<file path="src/rtl/bmp_pixel_serializer_pkg.sv">
// Shared BMP constants, FSM state encoding and header byte generator
// for the pixel serializer and its FIFO.
package bmp_pixel_serializer_pkg;

    localparam int BMP_HDR_SIZE = 54;
    localparam int DIB_SIZE     = 40;
    localparam int BPP          = 24;
    localparam int FIFO_W       = 48;

    typedef enum logic [2:0] {
        ST_IDLE   = 3'd0,
        ST_HEADER = 3'd1,
        ST_PIXEL  = 3'd2,
        ST_PAD    = 3'd3,
        ST_DONE   = 3'd4
    } state_e;

    function automatic logic [7:0] le_byte(
        input logic [31:0] w,
        input logic [1:0]  off
    );
        return w[{off, 3'b000} +: 8];
    endfunction

    // Byte idx of the 54-byte BMP header; multi-byte fields little-endian.
    function automatic logic [7:0] hdr_byte(
        input logic [5:0]  idx,
        input logic [31:0] fsz,
        input logic [31:0] imgsz,
        input logic [31:0] w,
        input logic [31:0] h
    );
        logic [7:0] b;
        b = 8'h00;
        unique case (1'b1)
            (idx == 6'd0):
                b = 8'h42;
            (idx == 6'd1):
                b = 8'h4D;
            (idx >= 6'd2 && idx <= 6'd5):
                b = le_byte(fsz, 2'(idx - 6'd2));
            (idx >= 6'd10 && idx <= 6'd13):
                b = le_byte(32'(BMP_HDR_SIZE), 2'(idx - 6'd10));
            (idx >= 6'd14 && idx <= 6'd17):
                b = le_byte(32'(DIB_SIZE), 2'(idx - 6'd14));
            (idx >= 6'd18 && idx <= 6'd21):
                b = le_byte(w, 2'(idx - 6'd18));
            (idx >= 6'd22 && idx <= 6'd25):
                b = le_byte(h, 2'(idx - 6'd22));
            (idx == 6'd26):
                b = 8'd1;
            (idx == 6'd28):
                b = 8'(BPP);
            (idx >= 6'd34 && idx <= 6'd37):
                b = le_byte(imgsz, 2'(idx - 6'd34));
            default:
                b = 8'h00;
        endcase
        return b;
    endfunction

endpackage

</file>
<file path="src/rtl/pixel_pair_fifo.sv">
// Synchronous FIFO of pixel pairs {R1,G1,B1,R0,G0,B0}.
// Ports: push_i/pop_i, din_i/dout_o (show-ahead), full_o, empty_o.
module pixel_pair_fifo
    import bmp_pixel_serializer_pkg::*;
#(
    parameter int DW    = FIFO_W,
    parameter int DEPTH = 16
) (
    input  logic          HCLK,
    input  logic          HRESETn,
    input  logic          push_i,
    input  logic          pop_i,
    input  logic [DW-1:0] din_i,
    output logic [DW-1:0] dout_o,
    output logic          full_o,
    output logic          empty_o
);

    localparam int AW = $clog2(DEPTH);
    localparam logic [AW:0] FULL_CNT = (AW+1)'(DEPTH);

    logic [DW-1:0] mem_q [DEPTH];
    logic [AW-1:0] wptr_q;
    logic [AW-1:0] rptr_q;
    logic [AW:0]   cnt_q;
    logic          do_push;
    logic          do_pop;

    assign full_o  = (cnt_q == FULL_CNT);
    assign empty_o = (cnt_q == '0);
    assign dout_o  = mem_q[rptr_q];

    // A push into a full FIFO is accepted only alongside a pop.
    always_comb begin
        do_pop  = pop_i && !empty_o;
        do_push = push_i && (!full_o || do_pop);
    end

    always_ff @(posedge HCLK) begin
        if (do_push) mem_q[wptr_q] <= din_i;
    end

    always_ff @(posedge HCLK or negedge HRESETn) begin
        if (!HRESETn) begin
            wptr_q <= '0;
            rptr_q <= '0;
            cnt_q  <= '0;
        end else begin
            if (do_push) wptr_q <= wptr_q + AW'(1);
            if (do_pop)  rptr_q <= rptr_q + AW'(1);
            unique case ({do_push, do_pop})
                2'b10:   cnt_q <= cnt_q + (AW+1)'(1);
                2'b01:   cnt_q <= cnt_q - (AW+1)'(1);
                default: cnt_q <= cnt_q;
            endcase
        end
    end

endmodule

</file>
<file path="src/rtl/bmp_pixel_serializer.sv">
// Turns a 2-pixel/cycle RGB888 stream into a complete .bmp byte stream.
// In: HCLK, HRESETn, HSYNC, DATA_*; out: m_data/m_valid (m_ready), frame_done, overflow.
module bmp_pixel_serializer
    import bmp_pixel_serializer_pkg::*;
#(
    parameter int WIDTH  = 768,
    parameter int HEIGHT = 512,
    parameter int DEPTH  = 16
) (
    input  logic       HCLK,
    input  logic       HRESETn,
    input  logic       HSYNC,
    input  logic [7:0] DATA_R0,
    input  logic [7:0] DATA_G0,
    input  logic [7:0] DATA_B0,
    input  logic [7:0] DATA_R1,
    input  logic [7:0] DATA_G1,
    input  logic [7:0] DATA_B1,
    output logic [7:0] m_data,
    output logic       m_valid,
    input  logic       m_ready,
    output logic       frame_done,
    output logic       overflow
);

    localparam int ROWB  = WIDTH * 3;
    localparam int PAD   = (4 - ROWB % 4) % 4;
    localparam int PADL  = (PAD > 0) ? PAD - 1 : 0;
    localparam int IMGSZ = (ROWB + PAD) * HEIGHT;
    localparam int FSZ   = BMP_HDR_SIZE + IMGSZ;

    localparam logic [5:0]  HDR_LAST = 6'(BMP_HDR_SIZE - 1);
    localparam logic [10:0] COL_LAST = 11'(WIDTH - 2);
    localparam logic [9:0]  ROW_LAST = 10'(HEIGHT - 1);
    localparam logic [1:0]  PAD_LAST = 2'(PADL);

    state_e        state_q;
    logic [5:0]    hdr_idx_q;
    logic [2:0]    byte_idx_q;
    logic [10:0]   col_q;
    logic [9:0]    row_q;
    logic [1:0]    pad_cnt_q;
    logic [7:0]    m_data_q;
    logic          m_valid_q;
    logic          frame_done_q;
    logic          overflow_q;

    logic [FIFO_W-1:0] fifo_din;
    logic [FIFO_W-1:0] fifo_dout;
    logic          fifo_full;
    logic          fifo_empty;
    logic          xfer;
    logic          slot;
    logic          pop;
    logic          push;

    assign fifo_din = {DATA_R1, DATA_G1, DATA_B1,
                       DATA_R0, DATA_G0, DATA_B0};

    // slot: the output register is free or is emptied at this edge,
    // so a new byte may be loaded without a bubble.
    always_comb begin
        xfer = m_valid_q && m_ready;
        slot = !m_valid_q || m_ready;
        pop  = (state_q == ST_PIXEL) && slot && !fifo_empty
               && (byte_idx_q == 3'd5);
        push = HSYNC && (!fifo_full || pop);
    end

    pixel_pair_fifo #(
        .DW    (FIFO_W),
        .DEPTH (DEPTH)
    ) u_fifo (
        .HCLK    (HCLK),
        .HRESETn (HRESETn),
        .push_i  (push),
        .pop_i   (pop),
        .din_i   (fifo_din),
        .dout_o  (fifo_dout),
        .full_o  (fifo_full),
        .empty_o (fifo_empty)
    );

    // Counters index the next byte to load into the output register.
    always_ff @(posedge HCLK or negedge HRESETn) begin
        if (!HRESETn) begin
            state_q      <= ST_IDLE;
            hdr_idx_q    <= '0;
            byte_idx_q   <= '0;
            col_q        <= '0;
            row_q        <= '0;
            pad_cnt_q    <= '0;
            m_data_q     <= '0;
            m_valid_q    <= 1'b0;
            frame_done_q <= 1'b0;
            overflow_q   <= 1'b0;
        end else begin
            frame_done_q <= 1'b0;
            if (HSYNC && fifo_full && !pop) overflow_q <= 1'b1;
            if (xfer) m_valid_q <= 1'b0;
            unique case (state_q)
                ST_IDLE: begin
                    if (HSYNC || !fifo_empty) begin
                        m_data_q  <= hdr_byte(6'd0, 32'(FSZ), 32'(IMGSZ),
                                              32'(WIDTH), 32'(HEIGHT));
                        m_valid_q <= 1'b1;
                        hdr_idx_q <= 6'd1;
                        state_q   <= ST_HEADER;
                    end
                end
                ST_HEADER: begin
                    if (slot) begin
                        m_data_q  <= hdr_byte(hdr_idx_q, 32'(FSZ), 32'(IMGSZ),
                                              32'(WIDTH), 32'(HEIGHT));
                        m_valid_q <= 1'b1;
                        if (hdr_idx_q == HDR_LAST) begin
                            hdr_idx_q <= '0;
                            state_q   <= ST_PIXEL;
                        end else begin
                            hdr_idx_q <= hdr_idx_q + 6'd1;
                        end
                    end
                end
                ST_PIXEL: begin
                    if (slot && !fifo_empty) begin
                        m_data_q  <= fifo_dout[{byte_idx_q, 3'b000} +: 8];
                        m_valid_q <= 1'b1;
                        if (byte_idx_q == 3'd5) begin
                            byte_idx_q <= '0;
                            if (col_q == COL_LAST) begin
                                col_q <= '0;
                                if (PAD > 0) begin
                                    state_q <= ST_PAD;
                                end else if (row_q == ROW_LAST) begin
                                    row_q   <= '0;
                                    state_q <= ST_DONE;
                                end else begin
                                    row_q <= row_q + 10'd1;
                                end
                            end else begin
                                col_q <= col_q + 11'd2;
                            end
                        end else begin
                            byte_idx_q <= byte_idx_q + 3'd1;
                        end
                    end
                end
                ST_PAD: begin
                    if (slot) begin
                        m_data_q  <= 8'h00;
                        m_valid_q <= 1'b1;
                        if (pad_cnt_q == PAD_LAST) begin
                            pad_cnt_q <= '0;
                            if (row_q == ROW_LAST) begin
                                row_q   <= '0;
                                state_q <= ST_DONE;
                            end else begin
                                row_q   <= row_q + 10'd1;
                                state_q <= ST_PIXEL;
                            end
                        end else begin
                            pad_cnt_q <= pad_cnt_q + 2'd1;
                        end
                    end
                end
                ST_DONE: begin
                    // Last byte is loaded; finish once it is taken.
                    if (xfer) begin
                        frame_done_q <= 1'b1;
                        state_q      <= ST_IDLE;
                    end
                end
                default: state_q <= ST_IDLE;
            endcase
        end
    end

    assign m_data     = m_data_q;
    assign m_valid    = m_valid_q;
    assign frame_done = frame_done_q;
    assign overflow   = overflow_q;

endmodule

</file>
<file path="config.mk">
export PLATFORM = sky130hd
export DESIGN_NAME = bmp_pixel_serializer
export DESIGN_NICKNAME = d
export VERILOG_FILES = /design/src/rtl/bmp_pixel_serializer_pkg.sv /design/src/rtl/pixel_pair_fifo.sv /design/src/rtl/bmp_pixel_serializer.sv
export SDC_FILE = /design/constraint.sdc
export NUM_CORES = 1
export LEC_CHECK = 0
export ABC_AREA = 1
export ABC_CLOCK_PERIOD_IN_PS = 13000
export BUFFER_PORTS_ARGS = -buffer_cell sky130_fd_sc_hd__buf_2
export CAP_MARGIN = 20
export CORE_ASPECT_RATIO = 0.7
export CORE_MARGIN = 2
export CORE_UTILIZATION = 45
export CTS_BUF_LIST = sky130_fd_sc_hd__clkbuf_4 sky130_fd_sc_hd__clkbuf_8
export DETAILED_ROUTE_END_ITERATION = 12
export PLACE_DENSITY = 0.62
export SYNTH_ARGS = -nofsm -noshare
export SYNTH_HDL_FRONTEND = slang
export SYNTH_SLANG_ARGS = --single-unit
export TNS_END_PERCENT = 100
</file>
<file path="constraint.sdc">
create_clock -name HCLK -period 13 [get_ports HCLK]
set_clock_uncertainty 0.2 [all_clocks]
set_input_delay 1.3 -clock HCLK [delete_from_list [all_inputs] [get_ports HCLK]]
set_output_delay 1.3 -clock HCLK [all_outputs]
set_load 0.05 [all_outputs]
</file>
==> results.py, run 1 <==
metrics = {
    "status": {
        "status": "finished clean",
    },
    "synthesis": {
        "synth_flop_cell": "edfxtp_1",
        "syn-cell-area_mm2": 0.03416,
        "ys_warn_count": 0,
        "synth-edff-count": 768,
        "async_reset_ff_share_pct": 7.022,
        "synth_cells": 2833,
        "synthDistinctLibCells": 47,
        "yosys_register_bits": 826,
        "synth_fp_nets": 2903,
        "ys_seq_area_share_pct": 71.76,
        "synth_area_per_cell_um2": 12.06,
    },
    "power": {
        "vdd_drop_max_mv": 0.2309,
        "pwr_density_cell_mw_per_mm2": 212.3,
        "power.leakage_nw": 12.98,
    },
    "floorplan": {
        "core_area_mm2": 0.07515,
        "rows": 84,
        "io_pins": 63,
        "dieArea_mm2": 0.07817,
        "start_util_pct": 45.46,
        "dieWidth_um": 333.3,
        "die_y_um": 234.5,
    },
    "sta": {
        "hold_viol": 0,
        "period_share_pct": 34.38,
        "max_freq_ghz": 0.2238,
        "rsz0062_at_grt": "no",
        "drv_slew": 0,
        "max-slew-margin-rel_pct": 29.39,
        "final.min_clock_period_ps": 4469,
        "setup_tns_ps": 0,
        "holdWs_ps": 277.9,
        "worst_pin_slew_ps": 1057,
        "setup_viol": 0,
    },
    "route": {
        "top_layer_used": "met4",
        "wire_per_inst_um": 22.46,
        "num_vias": 22458,
        "dr.pass1.iters": 5,
        "met3WireLength_um": 8504,
        "drt-initial-drc-count": 2788,
        "via_per_inst": 5.654,
        "antenna_left": 0,
        "wl_met1_um": 40970,
        "wl_met2_um": 37930,
        "wl_um": 89210,
        "drc": 0,
    },
    "placement": {
        "routabilityCongestion": 0.8716,
        "port_buffers": 62,
        "place_area_mm2": 0.03518,
        "place.detailed.hpwl_um": 48790,
        "dp_cells": 3748,
    },
    "clock_network": {
        "clock_sinks": 826,
        "clkSlewWorstSetupHoldPaths_ps": 70,
        "cts_resized": 0,
        "postCtsSetupBuffers": 0,
        "ctsHoldBuffers": 0,
        "clock_path_buffers": 3,
        "cts_htree_levels": 3,
        "clockRootBuffer": "clkbuf_8",
        "clk_latency_ps": 750,
        "cts_tree": "done",
        "cts-buffers-inserted": 120,
    },
    "global_route": {
        "first_global_vias": 21489,
        "grt_overflow_total": 0,
        "antenna_found_initial": 3,
        "grt_pass1_wl_um": 134700,
        "grt.total_usage_pct": 22.88,
        "grt_start_max_net_pins": 165,
    },
    "worst_setup_path": {
        "path_max_fanout": 28,
        "cp_data_required_time_ps": 13190,
        "path_buf_inv": 4,
        "cpMaxStageDelayCell": "nor2_4",
        "cp_common_cell": "inv_2",
        "max_stage_delay_ps": 880,
        "crit_type": "flip-flop to flip-flop",
        "crit_family": "simple AND/OR/NAND/NOR gates",
        "cp-end-kind": "flip-flop",
        "crit_chain": "inv_2 -> nand2_2 -> nor2_2 -> nand3_2 -> nor2_2 -> inv_2 -> nand3b_1 -> nand2_2 -> inv_2 -> nand2_1 -> nor2_4 -> buf_4",
        "worstSetupStartpointType": "flip-flop",
        "worstPathArrival_ps": 4660,
    },
    "cells_and_area": {
        "final_area_mm2": 0.03754,
        "nFillCells": 6405,
        "final_nets": 2951,
        "drive_gt1_share_pct": 11.41,
        "syn_to_final_growth_pct": 9.904,
        "layout.cells.non_filler": 3972,
        "fin_util_pct": 49.96,
    },
    "min_path": {
        "min_path_type": "flip-flop to flip-flop",
    },
    "run": {
        "maxCapViolCount": 0,
    },
}
## registers in the layout, indices dropped and copies added (netlist names)
| signal | cells |
|---|---|
| u_fifo.mem_q | 768 |
| col_q | 10 |
| row_q | 10 |
| m_data | 8 |
| hdr_idx_q | 6 |
| u_fifo.cnt_q | 5 |
| u_fifo.rptr_q | 4 |
| u_fifo.wptr_q | 4 |
| byte_idx_q | 3 |
| state_q | 3 |
| pad_cnt_q | 2 |
| frame_done | 1 |
| m_valid | 1 |
| overflow | 1 |
## final timing paths
check / startpoint / endpoint / slack, ps / cells after the start
max in group asynchronous: HRESETn / u_fifo.rptr_q[2]$_DFFE_PN0P_ / 11410 / 2
min in group asynchronous: HRESETn / row_q[1]$_DFFE_PN0P_ / 520 / 2
setup reg to reg: state_q[2]$_DFFE_PN0P_ / u_fifo.mem_q[2][15]$_DFFE_PP_ / 8530 / 12
hold / removal: m_data[4]$_DFFE_PN0P_ / m_data[4]$_DFFE_PN0P_ / 280 / 2
setup / recovery: state_q[2]$_DFFE_PN0P_ / u_fifo.mem_q[2][15]$_DFFE_PP_ / 8530 / 12
hold reg to reg: m_data[4]$_DFFE_PN0P_ / m_data[4]$_DFFE_PN0P_ / 280 / 2
## layer usage
| metal | track usage, % | vias up |
|---|---|---|
| li1 | - | 10274 |
| met1 | 35.12 | 11026 |
| met2 | 33.12 | 1018 |
| met3 | 4.852 | 140 |
| met4 | 5.699 | 0 |
| met5 | 0 | - |
## metrics by stage
step / total power, W / setup WS [ps]
4_1_cts: 0.007992 / 8509
2_1_floorplan: 0.005147 / 8164
6_report: 0.007969 / 8531
5_1_grt: 0.008425 / 8118
3_3_place_gp: 0.005893 / 8168
3_5_place_dp: 0.005950 / 8061
## tightest hold or removal path, stage by stage, from the launching register on
cell	delay, ps
dfrtp_1	340
nand2_1	50
nand2_1	50
## power by group
part / total, W / leakage, nW / switching (W) / internal, W
clock network: 0.00204 / 1.25 / 0.000981 / 0.00106
registers: 0.00338 / 7.66 / 0.000164 / 0.00321
logic: 0.00255 / 4.07 / 0.00189 / 0.000661
## final cells by class
class                           count  area, um^2  area share [%]
Multi-Input combinational cell   1753        8519           22.69
Tap cell                          989        1237           3.296
Clock inverter                     39       182.7          0.4866
Inverter                           85       329.1          0.8765
Sequential cell                   826       24530           65.32
Clock buffer                      183        2175           5.792
Timing Repair Buffer               95       570.5           1.520
Antenna cell                        2       5.005         0.01333
## logic make-up (layout without fill, tap and decap cells)
| kind of cell | after synthesis | in the layout | share of synthesized area [%] |
|---|---|---|---|
| buffers and inverters | 254 | 402 | 3.655 |
| AOI/OAI and AO/OA | 631 | 631 | 10.65 |
| xor gates and xnor gates | 17 | 17 | 0.4359 |
| other | 0 | 2 | 0 |
| DFF | 826 | 826 | 71.76 |
| adders and majority gates | 18 | 18 | 0.6812 |
| and+or+nand+nor | 1087 | 1087 | 12.82 |
## Yosys cell counts, types with 10 or more instances
library cell | count | area [um^2]
o21ai_1 | 17 | 85.08
o221ai_1 | 20 | 175.2
nand2_1 | 292 | 1096
ha_1 | 17 | 212.7
clkbuf_1 | 44 | 165.2
dfrtp_1 | 58 | 1451
inv_2 | 10 | 37.54
a21oi_1 | 32 | 160.2
nor2_1 | 622 | 2335
o21ai_0 | 396 | 1982
buf_6 | 11 | 123.9
o211ai_1 | 136 | 1021
edfxtp_1 | 768 | 23060
buf_2 | 78 | 390.4
o22ai_1 | 13 | 81.33
buf_4 | 30 | 225.2
inv_1 | 73 | 274.0
nand3_1 | 130 | 650.6
xor2_1 | 14 | 122.6
## placed cells by master (no fill, tap or decap), drive strengths merged
cell type / netlist / layout
edfxtp: 768 / 768
nor2: 630 / 630
o21ai: 413 / 413
nand2: 296 / 296
clkbuf: 44 / 183
o211ai: 136 / 136
nand3: 132 / 132
buf: 125 / 95
inv: 84 / 84
dfrtp: 58 / 58
clkinv: 1 / 37
a21oi: 32 / 32
o221ai: 20 / 20
ha: 17 / 17
xor2: 14 / 14
o22ai: 13 / 13
nor3: 11 / 11
nand4: 9 / 9
o31ai: 5 / 5
nor4: 4 / 4
xnor2: 3 / 3
clkinvlp: 0 / 3
diode: 0 / 2
a21o: 2 / 2
o21a: 2 / 2
o21bai: 2 / 2
a31oi: 2 / 2
nor3b: 2 / 2
nand3b: 1 / 1
a211oi: 1 / 1
a22oi: 1 / 1
o311ai: 1 / 1
and3: 1 / 1
or2: 1 / 1
o211a: 1 / 1
fa: 1 / 1
(Power assumes the default switching activity.)
==> inputs of run 2 (changes only) <==
ABC_CLOCK_PERIOD_IN_PS = 4650   (was 13000)
clock period = 4.65 ns   (was 13 ns; I/O delays follow)
==> run 2 against run 1 <==
Against the previous run:
- non-clock buffer count grew 76
- maximum frequency grew 17%
- clock power grew to 2.8 times the previous value
- highest routed layer is now met5
- worst setup slack lost 7700 ps
- largest cell class unchanged
- cell area grew 2.4%
- global-route usage shrank 0.57 points
- clock-buffer cell count shrank 11
- final cell count grew 1.9%
- sequential power grew to 2.8 times the previous value
- register-to-register slack lost 7700 ps
- sequential share of layout area shrank 1.5 points
- power grew to 2.8 times the previous value
- largest power group unchanged
==> results.py, run 2 (synthesis gave the netlist of run 1 again) <==
metrics = {
    "sta": {
        "max_freq_ghz": 0.2620,
        "hold_viol": 0,
        "drv_slew": 0,
        "setup_viol": 0,
        "final.min_clock_period_ps": 3816,
        "setup_ws_ps": 833.9,
        "holdWs_ps": 195.1,
        "max-slew-margin-rel_pct": 38.27,
        "period_share_pct": 82.07,
        "setup_tns_ps": 0,
        "rsz0062_at_grt": "no",
        "worst_pin_slew_ps": 925.9,
    },
    "power": {
        "vdd_drop_max_mv": 0.6406,
        "power.leakage_nw": 13.35,
        "pwr_density_cell_mw_per_mm2": 585.5,
    },
    "route": {
        "wire_per_inst_um": 21.57,
        "via_per_inst": 5.643,
        "antenna_left": 0,
        "num_vias": 22839,
        "drc": 0,
        "drt-initial-drc-count": 2646,
        "wl_um": 87310,
        "dr.pass1.iters": 6,
    },
    "clock_network": {
        "clock_path_buffers": 3,
        "cts_htree_levels": 3,
        "cts-buffers-inserted": 121,
        "clk_latency_ps": 760,
        "clock_sinks": 826,
        "clkSlewWorstSetupHoldPaths_ps": 70,
        "clockRootBuffer": "clkbuf_8",
        "cts_tree": "done",
        "cts_resized": 0,
    },
    "global_route": {
        "use_met3_pct": 4.432,
        "grtUsageMet2_pct": 33.82,
        "grt.total_usage_pct": 22.31,
        "first_global_vias": 21884,
        "grt_start_max_net_pins": 167,
        "grt_overflow_total": 0,
        "grt.busiest_layer": "met2",
        "antenna_found_initial": 3,
        "grt_use_met1_pct": 32.75,
        "grt_pass1_wl_um": 132900,
    },
    "cells_and_area": {
        "multi_input_area_mm2": 0.008519,
        "seq_area_mm2": 0.02453,
        "fin_util_pct": 51.14,
        "mostFrequentLayoutCell": "edfxtp_1",
        "largest_reg_flops": 768,
        "nFillCells": 6438,
        "top_register": "u_fifo.mem_q",
        "reg.largest.list": "u_fifo.mem_q: 768 flops, col_q: 10 flops, row_q: 10 flops",
        "layout_common_cells": "edfxtp_1 (768), nor2_1 (606), o21ai_0 (396)",
        "syn_to_final_growth_pct": 12.49,
        "final_nets": 3028,
        "drive_gt1_share_pct": 11.71,
    },
    "worst_setup_path": {
        "max_stage_delay_ps": 760,
        "cpMaxStageDelayCell": "nor2_4",
        "crit_type": "flip-flop to flip-flop",
        "crit_chain": "inv_2 -> nor2_4 -> inv_2 -> nor2_4 -> inv_2 -> nor2_2 -> buf_4 -> inv_2 -> nand3b_1 -> nand2_2 -> inv_2 -> nand2_1 -> nor2_4 -> buf_4",
        "cp_data_required_time_ps": 4900,
        "cp_common_cell": "inv_2",
        "worstSetupStartpointType": "flip-flop",
        "cp-end-kind": "flip-flop",
        "worstPathArrival_ps": 4060,
        "path_max_fanout": 17,
    },
    "floorplan": {
        "rows": 84,
        "dieWidth_um": 333.3,
        "start_util_pct": 45.46,
        "core_area_mm2": 0.07515,
        "dieArea_mm2": 0.07817,
        "die_y_um": 234.5,
        "io_pins": 63,
    },
    "placement": {
        "routabilityCongestion": 0.8808,
        "port_buffers": 62,
        "pre_cts_slack_ps": 916.6,
        "place.detailed.hpwl_um": 48290,
    },
    "min_path": {
        "min_path_type": "input port to async pin",
    },
    "status": {
        "status": "finished clean",
    },
    "run": {
        "maxCapViolCount": 0,
    },
}
[run 2: worst paths after layout]
check / from / to / slack (ps) / cells after the start
hold reg to reg: row_q[8]$_DFFE_PN0P_ / row_q[8]$_DFFE_PN0P_ / 290 / 1
setup / recovery: byte_idx_q[0]$_DFFE_PN0P_ / u_fifo.mem_q[12][13]$_DFFE_PP_ / 830 / 14
max in group asynchronous: HRESETn / u_fifo.rptr_q[2]$_DFFE_PN0P_ / 3420 / 3
min in group HCLK: row_q[8]$_DFFE_PN0P_ / row_q[8]$_DFFE_PN0P_ / 290 / 1
setup reg to reg: byte_idx_q[0]$_DFFE_PN0P_ / u_fifo.mem_q[12][13]$_DFFE_PP_ / 830 / 14
hold / removal: HRESETn / row_q[0]$_DFFE_PN0P_ / 200 / 3
[run 2: cell type report]
type	count	area share, %
inverter	85	0.8563
antenna	2	0.01302
sequential	826	63.82
clock inverter	49	0.7033
timing repair buffer	171	3.855
multi-input combinational	1753	22.17
tap	989	3.220
clock buffer	172	5.362
[run 2: layer usage]
metal	part of all wire [%]	vias to the layer above
met1	46	11299
met5	0.013	-
met4	2.3	2
met3	8.1	150
met2	44	958
li1	-	10430
[run 2: where the power goes]
group | switching (W) | internal [W]
clock network | 0.00276 | 0.00291
registers | 0.000396 | 0.00898
logic | 0.00543 | 0.00203
[run 2: repair_timing]
action	in CTS	in global routing
setup buffers	0	0
hold buffers	51	0
hold endpoints to repair	833	0
[run 2: through the flow]
step                cell area, um^2  total power (W)  std cells
global placement              35580          0.01671       3773
CTS                           38420          0.02256       4045
detailed placement            35580          0.01686       3773
floorplan                     34160          0.01439       2833
finish                        38430          0.02250       4047
global route                  38430          0.02375       4047
[run 2: worst max-delay path, delay by kind of cell (launching register included)]
family	cells	cell delay, ps
AND/OR/NAND/NOR	7	1850
flip-flops	1	460
buffers and inverters	7	990
